## src/rtl/maquina_cafe_param.sv

```systemverilog
// maquina_cafe_param: parametrised coffee-machine order, payment and dispense controller.
// Define MAQUINA_TIMEOUT_EN to add a payment inactivity timeout with automatic refund.
module maquina_cafe_param #(
  parameter int PRICE_W          = 16,
  parameter int PRECIO_BASE      = 500,
  parameter int PASO_PRECIO      = 100,
  parameter int AZUCAR_MAX       = 9,
  parameter int CICLOS_DISPENSAR = 4,
  parameter int TIMEOUT_CICLOS   = 64
) (
  input  logic               clock,
  input  logic               reset,
  input  logic               pedido_valido,
  input  logic [2:0]         entrada_cafe,
  input  logic [1:0]         entrada_tamano,
  input  logic [3:0]         entrada_azucar,
  input  logic               moneda_valida,
  input  logic [PRICE_W-1:0] moneda_valor,
  input  logic               cancelar,
  output logic [PRICE_W-1:0] salida_precio,
  output logic [PRICE_W-1:0] salida_cambio,
  output logic               cambio_valido,
  output logic [3:0]         salida_azucar,
  output logic               salida_concentracion,
  output logic               salida_leche,
  output logic               salida_espuma,
  output logic               ocupado,
  output logic               error_pedido
);

  typedef enum logic [1:0] {
    IDLE,
    PAGO,
    DISPENSAR,
    CAMBIO
  } estado_t;

  localparam int CNT_W =
    (CICLOS_DISPENSAR > 1) ? $clog2(CICLOS_DISPENSAR) : 1;
  localparam logic [CNT_W-1:0] CNT_FIN =
    CNT_W'(CICLOS_DISPENSAR - 1);
  localparam logic [3:0] AZ_MAX = 4'(AZUCAR_MAX);

  estado_t            estado, estado_n;
  logic [2:0]         cafe_q, cafe_n;
  logic [3:0]         azucar_q, azucar_n;
  logic [PRICE_W-1:0] precio_q, precio_n;
  logic [PRICE_W-1:0] acum_q, acum_n;
  logic [PRICE_W-1:0] cambio_q, cambio_n;
  logic [CNT_W-1:0]   cnt_q, cnt_n;
  logic               error_q, error_n;
  logic               ocupado_q;
  logic               timeout_evt;

  logic               pedido_ok;
  logic [3:0]         azucar_sat;
  logic [PRICE_W-1:0] precio_calc;
  logic [PRICE_W-1:0] moneda_ef;
  logic [PRICE_W:0]   suma;
  logic [PRICE_W-1:0] acum_sum;
  logic [2:0]         receta;
  logic               dispensando;

  assign pedido_ok  = (entrada_cafe <= 3'd4)
                   && (entrada_tamano != 2'd3);
  assign azucar_sat = (entrada_azucar > AZ_MAX)
                    ? AZ_MAX : entrada_azucar;
  assign precio_calc = PRICE_W'(
    (PRECIO_BASE + int'(entrada_cafe) * PASO_PRECIO)
    * (int'(entrada_tamano) + 1));

  // Saturating coin accumulation; the carry bit flags overflow.
  assign moneda_ef = moneda_valida ? moneda_valor : '0;
  assign suma      = {1'b0, acum_q} + {1'b0, moneda_ef};
  assign acum_sum  = suma[PRICE_W] ? '1 : suma[PRICE_W-1:0];

`ifdef MAQUINA_TIMEOUT_EN
  localparam int TO_W = $clog2(TIMEOUT_CICLOS + 1);
  localparam logic [TO_W-1:0] TO_FIN =
    TO_W'(TIMEOUT_CICLOS - 1);

  logic [TO_W-1:0] to_q;

  assign timeout_evt = (estado == PAGO)
                    && !moneda_valida
                    && (to_q == TO_FIN);

  always_ff @(posedge clock or posedge reset) begin
    if (reset) begin
      to_q <= '0;
    end else if (estado != PAGO || moneda_valida) begin
      to_q <= '0;
    end else begin
      to_q <= to_q + TO_W'(1);
    end
  end
`else
  // No inactivity counter: payment waits indefinitely.
  assign timeout_evt = (TIMEOUT_CICLOS < 0);
`endif

  always_ff @(posedge clock or posedge reset) begin
    if (reset) begin
      estado    <= IDLE;
      cafe_q    <= '0;
      azucar_q  <= '0;
      precio_q  <= '0;
      acum_q    <= '0;
      cambio_q  <= '0;
      cnt_q     <= '0;
      error_q   <= 1'b0;
      ocupado_q <= 1'b0;
    end else begin
      estado    <= estado_n;
      cafe_q    <= cafe_n;
      azucar_q  <= azucar_n;
      precio_q  <= precio_n;
      acum_q    <= acum_n;
      cambio_q  <= cambio_n;
      cnt_q     <= cnt_n;
      error_q   <= error_n;
      ocupado_q <= (estado_n != IDLE);
    end
  end

  always_comb begin
    estado_n = estado;
    cafe_n   = cafe_q;
    azucar_n = azucar_q;
    precio_n = precio_q;
    acum_n   = acum_q;
    cambio_n = cambio_q;
    cnt_n    = '0;
    error_n  = 1'b0;
    unique case (estado)
      IDLE: begin
        if (pedido_valido) begin
          if (pedido_ok) begin
            cafe_n   = entrada_cafe;
            azucar_n = azucar_sat;
            precio_n = precio_calc;
            acum_n   = '0;
            estado_n = PAGO;
          end else begin
            error_n = 1'b1;
          end
        end
      end
      PAGO: begin
        acum_n = acum_sum;
        // Cancel wins over completion and timeout.
        if (cancelar) begin
          cambio_n = acum_sum;
          estado_n = CAMBIO;
        end else if (acum_q >= precio_q) begin
          estado_n = DISPENSAR;
        end else if (timeout_evt) begin
          cambio_n = acum_sum;
          estado_n = CAMBIO;
        end
      end
      DISPENSAR: begin
        if (cnt_q == CNT_FIN) begin
          cambio_n = acum_q - precio_q;
          estado_n = CAMBIO;
        end else begin
          cnt_n = cnt_q + CNT_W'(1);
        end
      end
      CAMBIO: begin
        precio_n = '0;
        estado_n = IDLE;
      end
      default: begin
        estado_n = IDLE;
      end
    endcase
  end

  // Recipe bits: concentration, milk, foam.
  always_comb begin
    receta = 3'b000;
    unique case (1'b1)
      cafe_q == 3'd0: receta = 3'b100;
      cafe_q == 3'd1: receta = 3'b000;
      cafe_q == 3'd2: receta = 3'b010;
      cafe_q == 3'd3: receta = 3'b111;
      cafe_q == 3'd4: receta = 3'b101;
      default:        receta = 3'b000;
    endcase
  end

  assign dispensando = (estado == DISPENSAR);

  assign salida_concentracion = dispensando & receta[2];
  assign salida_leche         = dispensando & receta[1];
  assign salida_espuma        = dispensando & receta[0];
  assign salida_azucar        = dispensando ? azucar_q : 4'd0;

  assign salida_precio = precio_q;
  assign salida_cambio = cambio_q;
  assign cambio_valido = (estado == CAMBIO);
  assign ocupado       = ocupado_q;
  assign error_pedido  = error_q;

endmodule

```

## config.mk

```make
export PLATFORM = sky130hd
export DESIGN_NAME = maquina_cafe_param
export DESIGN_NICKNAME = d
export VERILOG_FILES = /design/src/rtl/maquina_cafe_param.sv
export SDC_FILE = /design/constraint.sdc
export NUM_CORES = 1
export LEC_CHECK = 0
export CAP_MARGIN = 20
export CORE_ASPECT_RATIO = 1.1
export CORE_MARGIN = 4
export CORE_UTILIZATION = 30
export CTS_BUF_LIST = sky130_fd_sc_hd__clkbuf_8
export DETAILED_ROUTE_END_ITERATION = 7
export GPL_TIMING_DRIVEN = 0
export PLACE_DENSITY_LB_ADDON = 0.12
export SLEW_MARGIN = 20
export SYNTH_ARGS = -nofsm -noshare
export SYNTH_HDL_FRONTEND = slang
export SYNTH_SLANG_ARGS = --single-unit
export TNS_END_PERCENT = 20
```

## constraint.sdc

```tcl
create_clock -name clock -period 2.35 [get_ports clock]
set_input_delay 0.3525 -clock clock [delete_from_list [all_inputs] [get_ports clock]]
set_output_delay 0.3525 -clock clock [all_outputs]
set_load 0.05 [all_outputs]
```

# --- After elaboration in Yosys (flattened, before gate mapping) ---
# Index checks and enable logic that the tools add are counted.
totals:
  register_bits: 61
  wordCells: 70
  in_bits: 30
op_classes:
  mux: 25
  n_eq_ne: 12
  magnitude_cmp: 3
  mul: 2
  n_reduce_logical: 11
  bitwise_logic: 3
  addsub: 5
op_table:
  columns: ["cell", "n"]
  rows:
  - ["two-way mux 16 bit", 8]
  - ["one-hot mux 16 bit (2 select lines)", 3]
  - ["adder 16 x 16 -> 17 bit", 1]
  - ["greater-or-equal comparator 16 bit", 1]
  - ["subtractor 16 bit", 1]
  - ["multiplier 11 x 3 -> 14 bit", 1]
  - ["two-way mux 2 bit", 7]
  - ["one-hot mux 3 bit (4 select lines)", 1]
  - ["AND reduction 3 bit", 4]
  - ["adder 9 x 10 -> 11 bit (first input constant)", 1]
  - ["multiplier 3 x 5 -> 8 bit (second input constant)", 1]
  - ["two-way mux 4 bit", 2]
  - ["!= test 2 bit (second input constant)", 4]
  - ["one-hot mux 2 bit (4 select lines)", 1]
  - ["nonzero test 2 bit", 4]
  - ["== test 2 bit (second input constant)", 3]
  - ["== test 3 x 2 -> 1 bit (second input constant)", 2]
  - ["> comparator 4 bit (second input constant)", 1]
  - ["adder 2 x 1 -> 3 bit (second input constant)", 1]
  - ["AND 1 bit", 3]
  - ["== test 3 bit (second input constant)", 1]
  - ["less-or-equal comparator 3 bit (second input constant)", 1]
  - ["zero test 3 bit", 1]
  - ["two-way mux 1 bit", 3]
  - ["other kinds (5)", 5]

# --- Logic depth before layout (Yosys ltp) ---
# Gate-level depths: netlist of run 1.
logic_depth:
  depth_word: 6
  depth_mapped: 16

# --- Worst setup path before layout of run 1 ---
# Ideal clock, no wire load.
synth_path:
  path_kind: "input-to-reg"
  startpoint: "input port entrada_cafe[1]"
  endpoint: "register precio_q[11] (netlist: salida_precio[11])"
  setup_slack_ns: -1.231
  required_ns: 2.245
  setup_time_ns: 0.105
  path_stages: 15
  arrival_ns: 3.476
  cell_sequence: "inv_1 > ha_1 > inv_1 > ha_1 > a2111o_1 > xnor2_1 > nand2b_1 > fa_1 > inv_1 > ha_1 > o21a_1 > o31a_1 > o221a_2 > a211o_1 > o31ai_1"
synth_between:
  elab_chain_len: 6
  elab_cells_between_ends: 10
  classes_between: "1 x add/sub; 2 x mul; 1 x order compare; 1 x eq/ne; 3 x mux; 2 x reduce/logical"
synth_rtl:
  columns: ["item", "line_no", "text"]
  rows:
  - ["start, declared", "14", "input logic [2:0] entrada_cafe,"]
  - ["multiplier 3 x 5 -> 8 bit", "69", "(PRECIO_BASE + int'(entrada_cafe) * PASO_PRECIO)"]
  - ["adder 9 x 10 -> 11 bit", "69", null]
  - ["multiplier 11 x 3 -> 14 bit", "70", "* (int'(entrada_tamano) + 1));"]
  - ["two-way mux 16 bit", "138", "if (pedido_ok) begin"]
  - ["two-way mux 16 bit", "137", "if (pedido_valido) begin"]
  - ["one-hot mux 16 bit (2 select lines)", "135", "unique case (estado)"]
  - ["end signal, assigned", "117", "precio_q <= precio_n;"]
  - ["end, declared", "47", "logic [PRICE_W-1:0] precio_q, precio_n;"]
# Several ways; a longest one is shown, not always the timed one. The select of a mux whose other input is x is not followed.
# A chain may end at the register's enable or synchronous reset.

# --- Worst setup path after layout of run 1 ---
# Ends and elaborated chain as after synthesis.

==> impl_metrics.env, run 1 <==
export IMPL_synth_top_cell_by_area="dfrtp_1"
export IMPL_cts_tree="yes"
export IMPL_p_int_mw=4.17
export IMPL_grt_pass1_vias=4551
export IMPL_htree_levels=3
export IMPL_die_x_um=129
export IMPL_post_route_period_util_pct=131
export IMPL_cap_violations=0
export IMPL_post_dp_hpwl_um=10900
export IMPL_cts_buffer_depth=2
export IMPL_portBuffers=67
export IMPL_grt_use_met2_pct=27.7
export IMPL_synth_area_leaders="dfrtp_1, ha_1, nand2_1, fa_1, inv_1"
export IMPL_rows=48
export IMPL_switching_power_mw=4.03
export IMPL_wl_per_cell_um=16.1
export IMPL_p_seq_share_pct=22.2
export IMPL_fin_setup_tns_ns=-3.84
export IMPL_async_flop_share_pct=100
export IMPL_synth_common_cells="nand2_1, dfrtp_1, ha_1"
export IMPL_grt_use_met3_pct=3.09
export IMPL_syn_area_um2=4790
export IMPL_synthCells=567
export IMPL_timing_fmax_mhz=324
export IMPL_antenna_found_initial=0
export IMPL_final_area_um2=6790
export IMPL_path_class="in2reg"
export IMPL_leakage_nw=3.02
export IMPL_yosysMostFrequentCell="nand2_1"
export IMPL_path_cells="buf_8 > clkinvlp_4 > ha_4 > inv_4 > ha_4 > a2111o_1 > xnor2_2 > nand2b_1 > fa_1 > inv_2 > ha_4 > o21a_1 > o31a_1 > o221a_4 > a211o_1 > o31ai_1"
export IMPL_avgSynthCellArea_um2=8.45
export IMPL_worst_pin_slew_ns=0.602
export IMPL_r2r_setup_slack_ns=0.04
export IMPL_ios=72
export IMPL_cts_buffers=9
export IMPL_busiest_layer="met2"
export IMPL_worstSetupStartpointType="input port"
export IMPL_critPathRequiredTime_ns=2.59
export IMPL_fin_ws_ns=-0.734
export IMPL_coreArea_um2=15700
export IMPL_grt_max_degree=31
export IMPL_critPathMaxFanout=3
export IMPL_outcome="finished with violations"
export IMPL_finalWirelength_um=14200
export IMPL_placed_area_um2=5840
export IMPL_rsz0062_at_grt="yes"
export IMPL_dr_total_vias=4326
export IMPL_use_met1_pct=20.2
export IMPL_synthFlopType="dfrtp_1"
export IMPL_powerDensity_nw_per_um2=1210
export IMPL_violations="setup timing"
export IMPL_cts_sinks=57
export IMPL_crit_path_end_kind="flop"
export IMPL_start_util_pct=30.6
export IMPL_synth_edf_count=0
export IMPL_reg2reg_from="acum_q[5]"
export IMPL_finalHoldViolCount=0
export IMPL_finalMaxSlewViolations=0
export IMPL_grt_overflow_total=0
export IMPL_die_height_um=141
export IMPL_first_iter_violations=126
export IMPL_worstPathArrival_ns=3.33
export IMPL_cpPeakStageDelay_ns=0.52
export IMPL_yosysWarnings=0
export IMPL_fillers=1525
export IMPL_grt_pass1_wl_um=23300
export IMPL_path_common_cell="ha_4"
export IMPL_detail_route_vias_per_cell=4.92
export IMPL_startpoint="entrada_cafe[1]"
export IMPL_comb_power_share_pct=65.7
export IMPL_firstDrtPassIters=4
export IMPL_dieArea_um2=18100
export IMPL_cp_slowest_cell="fa_1"
export IMPL_yosysSeqAreaShare_pct=29.8
export IMPL_swShare_pct=49.2
export IMPL_ant_nets=0
export IMPL_syn2layout_area_growth_pct=41.7
export IMPL_vdd_ir_drop_max_mv=0.364
export IMPL_hold_class="in2async"
export IMPL_drive_gt1_share_pct=25.0
export IMPL_ys_ff_latch=57
export IMPL_cts_root_buffer="clkbuf_8"
export IMPL_ctsHoldBuffers=0
export IMPL_antenna_cells=0
export IMPL_clk_pin_slew_worst_paths_ns=0.06
export IMPL_grt_use_total_pct=16.1
export IMPL_setup_violations=9
export IMPL_fin_skew_ns=0.00672
export IMPL_synth_cell_types=67
export IMPL_min_period_ns=3.08
export IMPL_yosysTopAreaCellShare_pct=29.8
export IMPL_gp_congestion=0.812
export IMPL_num_nets_final=764
export IMPL_p_clk_share_pct=12.1
export IMPL_slew_headroom_pct=59.9
export IMPL_drc=0
export IMPL_worst_skew_pair_late_latency_ns=0.34
state kept, by name, summed over array words and instances, names as in the netlist:
name           flops
salida_cambio     16
cnt_q              2
ocupado            1
salida_precio     12
acum_q            16
error_pedido       1
azucar_q           4
estado             2
cafe_q             3
through the flow:
stage | utilization [%] | cells | total power, mW | hold slack (ns) | setup WS (ns)
finish | 43.3 | 879 | 8.20 | 0.349 | -0.734
global route | 43.3 | 879 | 8.80 | 0.363 | -0.830
CTS | 41.6 | 874 | 7.98 | 0.346 | -0.800
detailed placement | 37.3 | 838 | 6.65 | 0.437 | -1.91
global placement | 37.1 | 837 | 6.58 | 0.429 | -1.92
floorplan | - | 570 | 5.25 | 0.415 | -0.892
cells in the final DEF, fill, tap and decap left out, drive strengths merged, types with 12 or more instances in the layout:
cell type      count
o21ai             44
nor2              41
nand2             65
dfrtp             57
xnor2             18
a21oi             33
nand2b            14
ha                50
inv               44
xor2              13
nand3             16
and2              23
clkbuf            26
nor2b             12
nor3              12
buf               44
clkdlybuf4s50     52
layer usage:
| layer | up-vias | share of wire [%] |
|---|---|---|
| li1 | 2167 | - |
| met1 | 2041 | 43 |
| met2 | 95 | 51 |
| met3 | 23 | 3.9 |
| met4 | 0 | 2.3 |
| met5 | - | 0 |
repair_timing:
item,CTS,global route
pin swaps,27,22
buffers inserted,22,5
endpoints found under the setup margin,59,49
hold endpoints to repair,0,0
resized for setup,112,63
cloned,1,0
worst max-delay path: cells and delay by family:
| family | cells | cell delay [ns] |
|---|---|---|
| xor gates and xnor gates | 1 | 0.23 |
| buffers and inverters | 4 | 0.26 |
| AOI/OAI and AO/OA | 6 | 1.17 |
| adders and majority gates | 4 | 1.23 |
| and+or+nand+nor | 1 | 0.10 |
area by class of cell:
cell class	count	area [um2]	share of cell area, %
buffer	21	144	2.12
clock buffer	13	179	2.63
clock inverter	2	35.0	0.516
inverter	47	196	2.89
multi-input combinational	443	3650	53.7
sequential	57	1430	21.0
tap	200	250	3.68
timing repair buffer	96	915	13.5
final timing paths:
| check | end | cells past startpoint |
|---|---|---|
| worst max-delay path | salida_precio[11] | 16 |
| worst min-delay path | cnt_q[1] | 2 |
| worst max register to register | salida_cambio[15] | 8 |
| worst min register to register | cnt_q[0] | 1 |
| max in group asynchronous | salida_cambio[4] | 3 |
| min in group clock | salida_precio[2] | 4 |
cell families after synthesis:
logic type	synth area share, %
and+or+nand+nor	20.3
AOI/OAI and AO/OA	20.6
xor gates and xnor gates	5.67
other	0.0783
muxes	0.705
adders and majority gates	16.8
DFF	29.8
buffers and inverters	6.01
power groups by stage:
| stage | Combinational (mW) | Clock, mW | Sequential, mW |
|---|---|---|---|
| 2_1_floorplan | 2.81 | 0 | 2.45 |
| 5_1_grt | 5.85 | 1.07 | 1.88 |
| 3_3_place_gp | 4.79 | 0 | 1.80 |
| 3_5_place_dp | 4.85 | 0 | 1.80 |
| 4_1_cts | 5.15 | 1.02 | 1.81 |
| 6_report | 5.38 | 0.996 | 1.82 |
Note: power is estimated with default switching activity, not from simulation.
==> run 2: changes to the inputs <==
--- a/config.mk
+++ b/config.mk
@@ -13,6 +13,7 @@
 export DETAILED_ROUTE_END_ITERATION = 7
 export GPL_TIMING_DRIVEN = 0
 export PLACE_DENSITY_LB_ADDON = 0.12
+export SETUP_SLACK_MARGIN = 0.3
 export SLEW_MARGIN = 20
 export SYNTH_ARGS = -nofsm -noshare
 export SYNTH_HDL_FRONTEND = slang
==> run 2 against run 1 <==
Against the previous run: the flow still finishes with violations (setup timing); global-route usage is essentially flat; combinational power up 3%; via count increased by 0.67%; largest cell class unchanged; highest routed layer unchanged.
==> impl_metrics.env, run 2 (synthesis results as in run 1) <==
export IMPL_post_dp_hpwl_um=10800
export IMPL_cts_sinks=57
export IMPL_ios=72
export IMPL_die_x_um=129
export IMPL_place_ws_ns=-1.90
export IMPL_rows=48
export IMPL_crit_path_end_kind="flop"
export IMPL_antenna_cells=0
export IMPL_num_nets_final=772
export IMPL_cap_violations=0
export IMPL_clk_pin_slew_worst_paths_ns=0.07
export IMPL_grt_pass1_vias=4527
export IMPL_wl_per_cell_um=16.1
export IMPL_r2r_setup_slack_ns=-0.10
export IMPL_outcome="finished with violations"
export IMPL_grt_use_total_pct=16.2
export IMPL_grt_max_degree=58
export IMPL_portBuffers=67
export IMPL_cts_buffer_depth=2
export IMPL_cts_root_buffer="clkbuf_8"
export IMPL_syn2layout_area_growth_pct=42.7
export IMPL_r2r_end="salida_cambio[1]"
export IMPL_powerDensity_nw_per_um2=1190
export IMPL_post_route_period_util_pct=133
export IMPL_die_height_um=141
export IMPL_cts_tree="yes"
export IMPL_cts_buffers=9
export IMPL_fin_util_pct=43.6
export IMPL_critPathMaxFanout=4
export IMPL_critPathRequiredTime_ns=2.61
export IMPL_fillers=1554
export IMPL_finalHoldViolCount=0
export IMPL_mostFrequentLayoutCell="nand2_1"
export IMPL_r2r_cells=11
export IMPL_worstPathArrival_ns=3.37
export IMPL_setup_violations=17
export IMPL_hold_class="in2async"
export IMPL_htree_levels=3
export IMPL_layout_common_cells="nand2_1, dfrtp_1, clkdlybuf4s50_1"
export IMPL_grt_pass1_wl_um=23300
export IMPL_finalMaxSlewViolations=0
export IMPL_dieArea_um2=18100
export IMPL_detail_route_vias_per_cell=4.90
export IMPL_startpoint="entrada_cafe[1]"
export IMPL_worstSetupStartpointType="input port"
export IMPL_min_period_ns=3.12
export IMPL_violations="setup timing"
export IMPL_reg2reg_from="acum_q[0]"
export IMPL_timing_fmax_mhz=321
export IMPL_fin_setup_tns_ns=-4.16
export IMPL_fin_ws_ns=-0.767
export IMPL_ant_nets=0
export IMPL_ctsHoldBuffers=0
export IMPL_gp_congestion=0.853
export IMPL_vdd_ir_drop_max_mv=0.317
export IMPL_leakage_nw=3.09
export IMPL_grt_overflow_total=0
export IMPL_coreArea_um2=15700
export IMPL_drive_gt1_share_pct=26.0
export IMPL_crit_end="salida_precio[11]"
export IMPL_worst_skew_pair_late_latency_ns=0.35
export IMPL_rsz0062_at_grt="yes"
export IMPL_antenna_found_initial=0
export IMPL_slew_headroom_pct=57.6
export IMPL_firstDrtPassIters=4
export IMPL_first_iter_violations=162
export IMPL_finalWirelength_um=14300
export IMPL_dr_total_vias=4355
export IMPL_worst_pin_slew_ns=0.637
export IMPL_fin_skew_ns=0.00969
export IMPL_path_class="in2reg"
export IMPL_start_util_pct=30.6
export IMPL_drc=0
run 2: layout make-up:
cell class / count / area [um2] / area share (%)
clock inverters: 5 / 22.5 / 0.329
plain buffers: 23 / 176 / 2.58
inverters: 47 / 188 / 2.74
multi-input cells: 443 / 3670 / 53.7
clock buffers: 11 / 151 / 2.21
flip-flops and latches: 57 / 1430 / 20.9
repair buffers: 102 / 947 / 13.8
well taps: 200 / 250 / 3.66
run 2: routing by layer:
layer / track usage, % / routed length (um) / part of all wire (%)
met5: 0 / 0 / 0
met4: 5.31 / 276 / 1.9
met3: 2.14 / 438 / 3.1
met2: 29.4 / 7460 / 52
met1: 19.6 / 6140 / 43
run 2: how the worst min path moves through the flow:
stage                     depth (start not counted)          endpoint  startpoint
after global placement                            1          cnt_q[0]    cnt_q[0]
after global routing                              3         acum_q[1]       reset
final                                             3  salida_cambio[1]       reset
after CTS                                         3  salida_cambio[1]       reset
after detailed placement                          1          cnt_q[0]    cnt_q[0]
after floorplan                                   1          cnt_q[0]    cnt_q[0]
run 2: critical path, cell delays in order:
cell,delay (ns)
buf_12,0.08
clkinvlp_4,0.09
ha_4,0.29
inv_4,0.04
ha_4,0.21
a2111o_1,0.35
xnor2_2,0.24
nand2b_1,0.10
fa_1,0.50
inv_2,0.05
ha_4,0.22
o21a_1,0.17
o31a_1,0.13
o221a_4,0.23
a211o_1,0.25
o31ai_2,0.07
run 2: per-stage QoR:
step           instances  area, um2  hold slack, ns  power, mW
2_1_floorplan        570       4970           0.415       5.30
3_3_place_gp         837       5890           0.425       6.66
3_5_place_dp         838       5920           0.442       6.73
4_1_cts              882       6640           0.409       8.03
5_1_grt              888       6840           0.435       8.76
6_report             888       6840           0.400       8.15
run 2: power by group:
part / total, mW / internal [mW] / switching (mW)
logic: 5.52 / 2.25 / 3.27
clock network: 0.830 / 0.426 / 0.404
registers: 1.80 / 1.40 / 0.397
total: 8.15 / 4.08 / 4.07
run 2: what timing repair did:
item,CTS,global route
gates resized for setup,153,43
pin swaps,47,37
endpoints found under the setup margin,62,54
gates cloned,1,0
setup buffers,27,6
==> run 3: changes to the inputs <==
--- a/config.mk
+++ b/config.mk
@@ -14,6 +14,7 @@
 export GPL_TIMING_DRIVEN = 0
 export PLACE_DENSITY_LB_ADDON = 0.12
 export SETUP_SLACK_MARGIN = 0.3
+export SKIP_CTS_REPAIR_TIMING = 1
 export SLEW_MARGIN = 20
 export SYNTH_ARGS = -nofsm -noshare
 export SYNTH_HDL_FRONTEND = slang
==> run 3 against run 2 <==
Against the previous run: the flow still finishes with violations (setup timing); wire length decreased by 1.1%; clock power down 0.5%; register-to-register slack worse by 0.03 ns; combinational power down 3%; sequential power barely moved; final cell count is 0.68% lower; global-route usage decreased by 0.77 points; total power shrank 2.1%; sequential cell count is the same; critical path type unchanged; largest power group unchanged.
==> impl_metrics.env, run 3 (synthesis results as in run 1) <==
export IMPL_cp_top_family="compound AO/OA/AOI/OAI gates"
export IMPL_grt_use_met3_pct=2.17
export IMPL_drive_gt1_share_pct=23.3
export IMPL_finalWirelength_um=14200
export IMPL_finalMaxSlewViolations=0
export IMPL_cap_violations=0
export IMPL_path_cells="buf_12 > clkinvlp_4 > buf_4 > ha_2 > a2111o_1 > xnor2_2 > nand2b_1 > fa_1 > inv_2 > ha_4 > o21a_1 > o31a_1 > o221a_4 > a211o_1 > o31ai_2"
export IMPL_grt_use_total_pct=15.4
export IMPL_slew_headroom_pct=59.3
export IMPL_crit_path_end_kind="flop"
export IMPL_worstSetupStartpointType="input port"
export IMPL_cp_slowest_cell="fa_1"
export IMPL_leakage_nw=3.08
export IMPL_die_height_um=141
export IMPL_die_x_um=129
export IMPL_final_area_um2=6660
export IMPL_antenna_cells=0
export IMPL_clk_pin_slew_worst_paths_ns=0.07
export IMPL_drc=0
export IMPL_hold_class="in2async"
export IMPL_grt_overflow_total=0
export IMPL_placed_area_um2=5920
export IMPL_critPathRequiredTime_ns=2.60
export IMPL_post_route_period_util_pct=135
export IMPL_firstDrtPassIters=4
export IMPL_portBuffers=67
export IMPL_num_nets_final=766
export IMPL_mostFrequentLayoutCell="nand2_1"
export IMPL_worst_skew_pair_late_latency_ns=0.35
export IMPL_setup_violations=19
export IMPL_dr_total_vias=4339
export IMPL_coreArea_um2=15700
export IMPL_cpPeakStageDelay_ns=0.50
export IMPL_cts_buffers=9
export IMPL_first_iter_violations=140
export IMPL_syn2layout_area_growth_pct=38.9
export IMPL_cts_tree="yes"
export IMPL_crit_buf_inv=4
export IMPL_detail_route_vias_per_cell=4.92
export IMPL_fin_setup_tns_ns=-6.73
export IMPL_min_period_ns=3.17
export IMPL_cts_root_buffer="clkbuf_8"
export IMPL_finalHoldViolCount=0
export IMPL_grt_pass1_vias=4283
export IMPL_rsz0062_at_grt="yes"
export IMPL_cts_buffer_depth=2
export IMPL_multi_input_area_um2=3540
export IMPL_gp_congestion=0.853
export IMPL_grt_pass1_wl_um=22200
export IMPL_swShare_pct=50.2
export IMPL_p_int_mw=3.97
export IMPL_start_util_pct=30.6
export IMPL_comb_power_share_pct=67.2
export IMPL_critPathMaxFanout=5
export IMPL_p_seq_share_pct=22.4
export IMPL_grt_max_degree=58
export IMPL_regArea_um2=1430
export IMPL_post_dp_hpwl_um=10800
export IMPL_timing_fmax_mhz=316
export IMPL_outcome="finished with violations"
export IMPL_worstPathArrival_ns=3.42
export IMPL_dieArea_um2=18100
export IMPL_ios=72
export IMPL_cts_sinks=57
export IMPL_htree_levels=3
export IMPL_path_class="in2reg"
export IMPL_violations="setup timing"
export IMPL_busiest_layer="met2"
export IMPL_ant_nets=0
export IMPL_fin_skew_ns=0.00847
export IMPL_switching_power_mw=4.01
export IMPL_powerDensity_nw_per_um2=1200
export IMPL_fillers=1576
export IMPL_p_clk_share_pct=10.4
export IMPL_layout_common_cells="nand2_1, dfrtp_1, clkdlybuf4s50_1"
export IMPL_wl_per_cell_um=16.1
export IMPL_worst_pin_slew_ns=0.611
export IMPL_fin_ws_ns=-0.819
export IMPL_use_met1_pct=19.1
export IMPL_rows=48
export IMPL_antenna_found_initial=0
export IMPL_grt_use_met2_pct=27.4
export IMPL_vdd_ir_drop_max_mv=0.320
-- run 3: cell count changes in the layout (fill, tap and decap cells not counted), sizes merged --
cell | previous run | this run
buf | 58 | 49
clkbuf | 23 | 21
clkdlybuf4s50 | 49 | 54
dlymetal6s2s | 0 | 6
dlygate4sd2 | 6 | 0
-- run 3: worst register-to-register path, stage by stage (launching register included) --
cell and delay, ns:
dfrtp_1 0.38, ha_4 0.16, inv_2 0.04, fa_2 0.34, nand2b_4 0.16, a21oi_4 0.18, a21oi_4 0.10, o311ai_4 0.43
buf_4 0.21, nor2_1 0.05, mux2_4 0.26, a21oi_2 0.11
-- run 3: worst paths after layout --
path,startpoint,to,cells after the start,slack (ns)
worst max register to register,acum_q[0],salida_cambio[1],11,-0.13
worst min-delay path,reset,salida_cambio[1],3,0.39
worst max-delay path,entrada_cafe[1],salida_precio[11],15,-0.82
max in group asynchronous,reset,estado[0],3,1.66
worst min register to register,cnt_q[0],cnt_q[0],1,0.44
min in group clock,entrada_cafe[0],cafe_q[0],3,0.42
-- run 3: layer usage --
layer | vias to the layer above | wire (um)
met5 | - | 0
met4 | 0 | 201
met3 | 14 | 472
met2 | 66 | 7450
met1 | 2079 | 6040
li1 | 2180 | -
-- run 3: power groups by stage --
stage | Sequential [mW] | Combinational [mW] | Clock (mW)
2_1_floorplan | 2.45 | 2.85 | 0
3_3_place_gp | 1.79 | 4.88 | 0
3_5_place_dp | 1.80 | 4.93 | 0
4_1_cts | 1.78 | 4.96 | 0.844
5_1_grt | 1.85 | 5.84 | 0.891
6_report | 1.79 | 5.36 | 0.826
-- run 3: cell type report --
class	count	share of cell area (%)
clock buffers	11	2.27
plain buffers	23	2.35
inverters	47	2.86
repair buffers	96	13.8
multi-input cells	443	53.2
clock inverters	5	0.338
well taps	200	3.76
flip-flops and latches	57	21.5
-- run 3: through the flow --
step / worst slack [ns] / hold slack, ns / instances / utilization (%) / total power, mW
final: -0.819 / 0.393 / 882 / 42.5 / 7.98
after global routing: -0.884 / 0.434 / 882 / 42.5 / 8.58
after CTS: -1.55 / 0.410 / 854 / 38.9 / 7.58
after detailed placement: -1.90 / 0.442 / 838 / 37.7 / 6.73
after global placement: -1.86 / 0.425 / 837 / 37.6 / 6.66
after floorplan: -0.892 / 0.415 / 570 / - / 5.30
